<file path="config.mk">
export PLATFORM = sky130hd
export DESIGN_NAME = bin2bcd_seq
export DESIGN_NICKNAME = d
export VERILOG_FILES = /design/src/rtl/bin2bcd_seq.sv
export SDC_FILE = /design/constraint.sdc
export NUM_CORES = 1
export LEC_CHECK = 0
export BUFFER_PORTS_ARGS = -buffer_cell sky130_fd_sc_hd__buf_2
export CORE_UTILIZATION = 27
export DETAILED_ROUTE_END_ITERATION = 8
export PLACE_DENSITY_LB_ADDON = 0.08
export SETUP_SLACK_MARGIN = 0.05
export SLEW_MARGIN = 25
export SYNTH_ARGS = -nofsm -noshare
export SYNTH_HDL_FRONTEND = slang
export SYNTH_SLANG_ARGS = --single-unit
</file>
<file path="constraint.sdc">
create_clock -name clk -period 2.1 [get_ports clk]
set_input_delay 0.42 -clock clk [delete_from_list [all_inputs] [get_ports clk]]
set_output_delay 0.42 -clock clk [all_outputs]
set_load 0.02 [all_outputs]
</file>
<file path="src/rtl/bin2bcd_seq.sv">
// bin2bcd_seq: 16-bit binary to 4-digit packed BCD using iterative double-dabble.
// It performs one shift-add-3 step per clock, so a conversion takes 16 clocks.
// The start/busy/done handshake brackets each conversion.
// bcd_out and ovf change only when a conversion completes or on reset.
// Optional macro BIN2BCD_SATURATE_EN: when defined, a result above 9999 clamps bcd_out to 16'h9999.
module bin2bcd_seq #(
   parameter int unsigned NBITS    = 16,
   parameter int unsigned NDIG_OUT = 4
) (
   input  logic                  clk,
   input  logic                  rst,
   input  logic                  start,
   input  logic [NBITS-1:0]      bin_in,
   output logic                  busy,
   output logic                  done,
   output logic [4*NDIG_OUT-1:0] bcd_out,
   output logic                  ovf
);

   localparam int unsigned NDIG_INT = 5;
   localparam int unsigned BCD_W    = 4 * NDIG_INT;
   localparam int unsigned SR_W     = BCD_W + NBITS;
   localparam int unsigned OUT_W    = 4 * NDIG_OUT;
   localparam int unsigned CNT_W    = 4;
   localparam logic [CNT_W-1:0] LAST_CNT = CNT_W'(NBITS - 1);
   localparam logic [OUT_W-1:0] SAT_VAL  = OUT_W'(16'h9999);

   typedef enum logic {
      S_IDLE  = 1'b0,
      S_SHIFT = 1'b1
   } state_t;

   state_t             state_q, state_d;
   logic [SR_W-1:0]    sr_q, sr_d;
   logic [CNT_W-1:0]   cnt_q, cnt_d;
   logic               busy_q, busy_d;
   logic               done_q, done_d;
   logic [OUT_W-1:0]   bcd_q, bcd_d;
   logic               ovf_q, ovf_d;
   logic [SR_W-1:0]    sr_adj;
   logic [SR_W-1:0]    sr_shift;
   logic               last_step;

   assign busy    = busy_q;
   assign done    = done_q;
   assign bcd_out = bcd_q;
   assign ovf     = ovf_q;

   // State register
   always_ff @(posedge clk or posedge rst) begin
      if (rst) state_q <= S_IDLE;
      else     state_q <= state_d;
   end

   // Datapath and output registers
   always_ff @(posedge clk or posedge rst) begin
      if (rst) begin
         sr_q   <= '0;
         cnt_q  <= '0;
         busy_q <= 1'b0;
         done_q <= 1'b0;
         bcd_q  <= '0;
         ovf_q  <= 1'b0;
      end else begin
         sr_q   <= sr_d;
         cnt_q  <= cnt_d;
         busy_q <= busy_d;
         done_q <= done_d;
         bcd_q  <= bcd_d;
         ovf_q  <= ovf_d;
      end
   end

   // Next-state logic
   always_comb begin
      state_d = state_q;
      case (state_q)
         S_IDLE:  if (start) state_d = S_SHIFT;
         S_SHIFT: if (cnt_q == LAST_CNT) state_d = S_IDLE;
         default: state_d = S_IDLE;
      endcase
   end

   // Add-3 correction per BCD nibble (4-bit, no inter-nibble carry), then shift
   always_comb begin
      sr_adj = sr_q;
      for (int d = 0; d < int'(NDIG_INT); d++) begin
         if (sr_q[NBITS + 4*d +: 4] >= 4'd5)
            sr_adj[NBITS + 4*d +: 4] = sr_q[NBITS + 4*d +: 4] + 4'd3;
      end
      sr_shift  = {sr_adj[SR_W-2:0], 1'b0};
      last_step = (cnt_q == LAST_CNT);
   end

   // Datapath and output next values
   always_comb begin
      sr_d   = sr_q;
      cnt_d  = cnt_q;
      busy_d = busy_q;
      done_d = 1'b0;
      bcd_d  = bcd_q;
      ovf_d  = ovf_q;
      case (state_q)
         S_IDLE: begin
            busy_d = 1'b0;
            if (start) begin
               sr_d   = {BCD_W'(0), bin_in};
               cnt_d  = '0;
               busy_d = 1'b1;
            end
         end
         S_SHIFT: begin
            sr_d  = sr_shift;
            cnt_d = cnt_q + CNT_W'(1);
            if (last_step) begin
               busy_d = 1'b0;
               done_d = 1'b1;
               ovf_d  = (sr_shift[SR_W-1 -: 4] != 4'd0);
`ifdef BIN2BCD_SATURATE_EN
               bcd_d  = (sr_shift[SR_W-1 -: 4] != 4'd0) ? SAT_VAL : sr_shift[NBITS +: OUT_W];
`else
               bcd_d  = sr_shift[NBITS +: OUT_W];
`endif
            end
         end
         default: begin
            busy_d = 1'b0;
         end
      endcase
   end

`ifndef BIN2BCD_SATURATE_EN
   // Saturation constant is only referenced in the clamping build
   logic unused_sat;
   assign unused_sat = ^SAT_VAL;
`endif

endmodule

</file>
### Yosys cells after proc, flatten, opt, wreduce, memory -nomap -nowiden

Cells that the tools add are included.

| cells by class | value |
|---|---|
| add/subtract/negate cells | 6 |
| magnitude comparators | 5 |
| equality and inequality tests | 3 |
| muxes and demuxes | 16 |
| bitwise logic cells | 1 |
| reduce and logical (&&, ||, !) cells | 2 |

Operators by type and width:

| cell | count |
|---|---|
| 36-bit one-hot mux with 2 select lines | 1 |
| 36-bit 2-to-1 mux | 1 |
| 4-bit by 3-bit >= comparator with 1-bit output (second input constant) | 5 |
| 4-bit 2-to-1 mux | 5 |
| 4-bit by 2-bit adder with 4-bit output (second input constant) | 4 |
| 4-bit one-hot mux with 2 select lines | 1 |
| 1-bit 2-to-1 mux | 5 |
| 4-bit by 1-bit adder with 4-bit output (second input constant) | 1 |
| 4-bit == test (second input constant) | 1 |
| 1-bit one-hot mux with 2 select lines | 2 |
| 4-bit nonzero test | 1 |
| 3-bit by 2-bit adder with 3-bit output (second input constant) | 1 |
| 3-bit 2-to-1 mux | 1 |
| 2-bit by 1-bit inequality test with 1-bit output (second input constant) | 1 |
| 2-bit inequality test (second input constant) | 1 |
| 2-bit AND reduction | 1 |
| 1-bit inverter | 1 |

| storage, ports and cells | value |
|---|---|
| register bits after elaboration | 60 |
| input bits | 19 |

### Logic depth before layout (Yosys ltp)

| logic depth | value |
|---|---|
| depth in word-level cells | 3 |
| gate-level depth with buffers | 6 |
| depth with buffers taken out | 6 |

### Worst setup path after synthesis

No wires, ideal clock.

| timing | value |
|---|---|
| kind | register to register |
| start | register sr_q[20] |
| end | register sr_q[22] |
| setup time | 79 ps |
| arrival time | 1382 ps |
| slack | 638 ps |
| cell stages (with the launch flop) | 7 |
| path buffers | 0 |
| path through | dfrtp_1 inv_1 ha_1 nand2b_1 a21oi_2 mux2_4 mux2i_1 |

| between the ends | value |
|---|---|
| word-level cells in the longest chain between the ends | 3 |
| elaborated cells between the ends (all ways) | 4 |
| classes of those cells | add/sub (1); order compare (1); mux (2) |

Ends and longest elaborated chain:

| item | RTL line | source |
|---|---|---|
| start, declared | 34 | `logic [SR_W-1:0] sr_q, sr_d;` |
| start signal, assigned | 65 | `sr_q <= sr_d;` |
| 4-bit by 2-bit adder with 4-bit output / 4-bit by 3-bit >= comparator with 1-bit output (equally long branches) | 89, 88 |  |
| 4-bit 2-to-1 mux * | 88 | `if (sr_q[NBITS + 4*d +: 4] >= 4'd5)` |
| 36-bit one-hot mux with 2 select lines * | 103 | `case (state_q)` |

Every way passes the cells marked *; elsewhere a longest branch is shown, timed or not.
A chain may end at the register's enable or synchronous reset.

### Final worst setup path

| timing | value |
|---|---|
| start | register sr_q[16] |
| end | register sr_q[18] |

The elaborated chain is that of the path after synthesis.

==> impl_results.md <==
* Status: complete, no violations
* PnR Total Power at 5.24 mW
* Initial antenna violation count at 0
* Vias in the first global route at 2121
* Pleak at 1.75 nW
* Final Hold Viols at 0
* Routed len/inst at 12.9 um
* Clock buffer depth at 2
* Number of H-tree levels at 3
* Vias/cell at 4.42
* WP data required at 2.36 ns
* Ports at 38
* Max IR drop VDD at 0.474 mV
* Post-Syn Instances at 285
* Post-Route Skew at 0.0117 ns
* Core Area at 10500 um2
* Worst hold path type: in2async
* GRT overflow at 0
* Largest net degree at the start of global routing at 32
* Mean Syn Cell Area at 10.5 um2
* CP endpoint kind: flip-flop
* Total negative setup slack at 0 ns
* Post-CTS Setup Inserts at 0
* Site Rows at 37
* RR Startpoint: sr_q[16]
* Flop-to-flop setup slack at 0.50 ns
* Post-synth EDFFs at 0
* P per Cell Area at 1490 nW/um2
* RSZ-0062 raised after global routing: no
* Final Setup Violations at 0
* Non-Filler Instances at 467
* Final min period at 1.60 ns
* Global-route wire length before repair at 10.2 mm
* Count of cell types in the netlist at 28
* Fin util at 33.6%
* Layout cells sized above 1 at 20.8%
* Post-synthesis sequential area ratio at 50.4%
* Syn_nets at 315
* Gr usage total at 11.6%
* CP Class: reg2reg
* Clock Latency Late Sink at 0.33 ns
* Worst-path clk slew at 0.07 ns
* Syn Std Cell Area at 2980 um2
* Ys Warns at 0
* # hold bufs at CTS at 0
* Iter 0 DRT Violations at 27
* CP max FO at 3
* Final nets at 357
* Final WL at 6.05 mm
* Placed insts at 452
* Final ANT Viol Nets at 0
* Worst Tran Pin Value at 0.520 ns
* Worst endpoint data arrival time at 1.86 ns
* Num CTS Buffers at 9
* Port Buffers at 37
* Max Slew Vio Count at 0
* Post-cts gate resize count at 0
* Max Clock Freq at 0.625 GHz
* Routability cong. at 0.674
* Max_slew headroom at 65.3%
* DIE WIDTH at 107 um
* Final period util at 76.2%
* Setup crit start kind: flip-flop
* Ys flop type: dfrtp_1
* Total iterations of the first detailed-routing run at 4
* CTS tree: built
* Clk sinks at 60
* Root Driver: clkbuf_8
* Synth-to-Final Area Change at 18.4%
* Max-cap violations at 0
* Die area at 11500 um2
* Hpwl dp at 4.18 mm
* Hold_ws at 0.115 ns
* Residual DRC at 0
* #FFs+latches synth at 60
* # diodes at 0
* Via count at 2063
* R2R cell count at 6
* Die height at 107 um
* Starting Density at 28.3%
* Post-synth ARST share at 100%
* R2r endpoint: sr_q[18]
-- power breakdown --
| part | total, mW | switching [mW] | internal [mW] |
|---|---|---|---|
| Sequential | 2.04 | 0.391 | 1.65 |
| Clock | 0.930 | 0.447 | 0.484 |
| Combinational | 2.27 | 1.26 | 1.01 |
-- per-stage QoR --
stage / cell area, um2 / setup slack (ns)
final: 3530 / 0.500
after global routing: 3530 / 0.376
after CTS: 3530 / 0.489
after detailed placement: 3360 / 0.501
after global placement: 3360 / 0.494
after floorplan: 2980 / 0.195
-- worst max path at each step --
| stage | cells past startpoint | slack, ns | from | endpoint |
|---|---|---|---|---|
| 3_5_place_dp | 6 | 0.50 | sr_q[16] | sr_q[18] |
| 6_report | 6 | 0.50 | sr_q[16] | sr_q[18] |
| 2_1_floorplan | 1 | 0.20 | rst | bcd_out[0] |
| 3_3_place_gp | 6 | 0.49 | sr_q[16] | sr_q[18] |
| 4_1_cts | 6 | 0.49 | sr_q[16] | sr_q[18] |
| 5_1_grt | 6 | 0.38 | sr_q[16] | sr_q[18] |
-- final cells by class --
type,instances,area [um2]
Fill cell,1077,6980
Sequential cell,60,1500
Multi-Input combinational cell,198,1350
Timing Repair Buffer,45,283
Tap cell,136,170
Clock buffer,13,159
Inverter,13,48.8
Clock inverter,2,10.0
-- metal layers --
| metal | wire length (um) | vias up | share of wire [%] | GRT usage, % |
|---|---|---|---|---|
| li1 | - | 1054 | - | - |
| met1 | 2930 | 973 | 48 | 14.2 |
| met5 | 0 | - | 0 | 0 |
| met3 | 204 | 7 | 3.4 | 3.34 |
| met4 | 78 | 0 | 1.3 | 4.70 |
| met2 | 2840 | 29 | 47 | 19.1 |
-- cells in the mapped netlist, types with 2 or more instances --
master	instances	share of area, %
dfrtp_1	60	50
nand2_1	36	4.5
mux2i_1	35	12
nand2b_1	23	4.8
o21ai_0	20	3.4
o21ai_1	16	2.7
a21oi_1	14	2.4
inv_1	13	1.6
ha_1	11	4.6
nor3b_1	10	2.5
buf_2	6	1.0
nor2_1	6	0.76
a21oi_2	5	1.5
xnor2_1	5	1.5
buf_4	4	1.0
clkbuf_1	4	0.50
mux2_1	3	1.1
a21o_1	2	0.50
nand3_1	2	0.34
nand4_1	2	0.42
-- placed cells by master, fill, tap and decap left out, types with 2 or more instances in the layout --
master,Yosys,final
dfrtp_1,60,59
mux2_1,3,3
mux2i_1,35,35
nand4_1,2,2
inv_1,13,12
buf_2,6,37
a21oi_1,14,14
a21o_1,2,2
clkinv_2,0,2
nand2_1,36,36
buf_12,0,3
clkbuf_8,0,11
o21ai_1,16,16
xnor2_1,5,5
nand2b_1,23,23
ha_1,11,11
clkbuf_1,4,2
nor3b_1,10,10
nand3_1,2,2
a21oi_2,5,5
buf_4,4,5
nor2_1,6,6
o21ai_0,20,20
-- cells by family after synthesis --
kind of cell	Yosys count	share of synthesized area, %
AO/OA/AOI/OAI	61	11.8
XOR/XNOR	5	1.47
adder cells (fa/ha/maj)	11	4.62
buffers and inverters	27	4.16
flip-flops	60	50.4
multiplexers	40	13.8
AND/OR/NAND/NOR	81	13.8
-- worst max-delay path, cell delays in order, from the launching register on --
cell and delay, ns:
dfrtp_1 0.40, inv_1 0.13, ha_1 0.21, nand2b_1 0.09, a21oi_2 0.19, mux2_1 0.38
mux2i_1 0.14
-- state kept, by name, indices dropped and copies added, names as in the netlist --
name and flops:
sr_q 36, bcd_out 16, cnt_q 4, busy 1
done 1, ovf 1, state_q 1
Power figures use the tool's default switching activity.
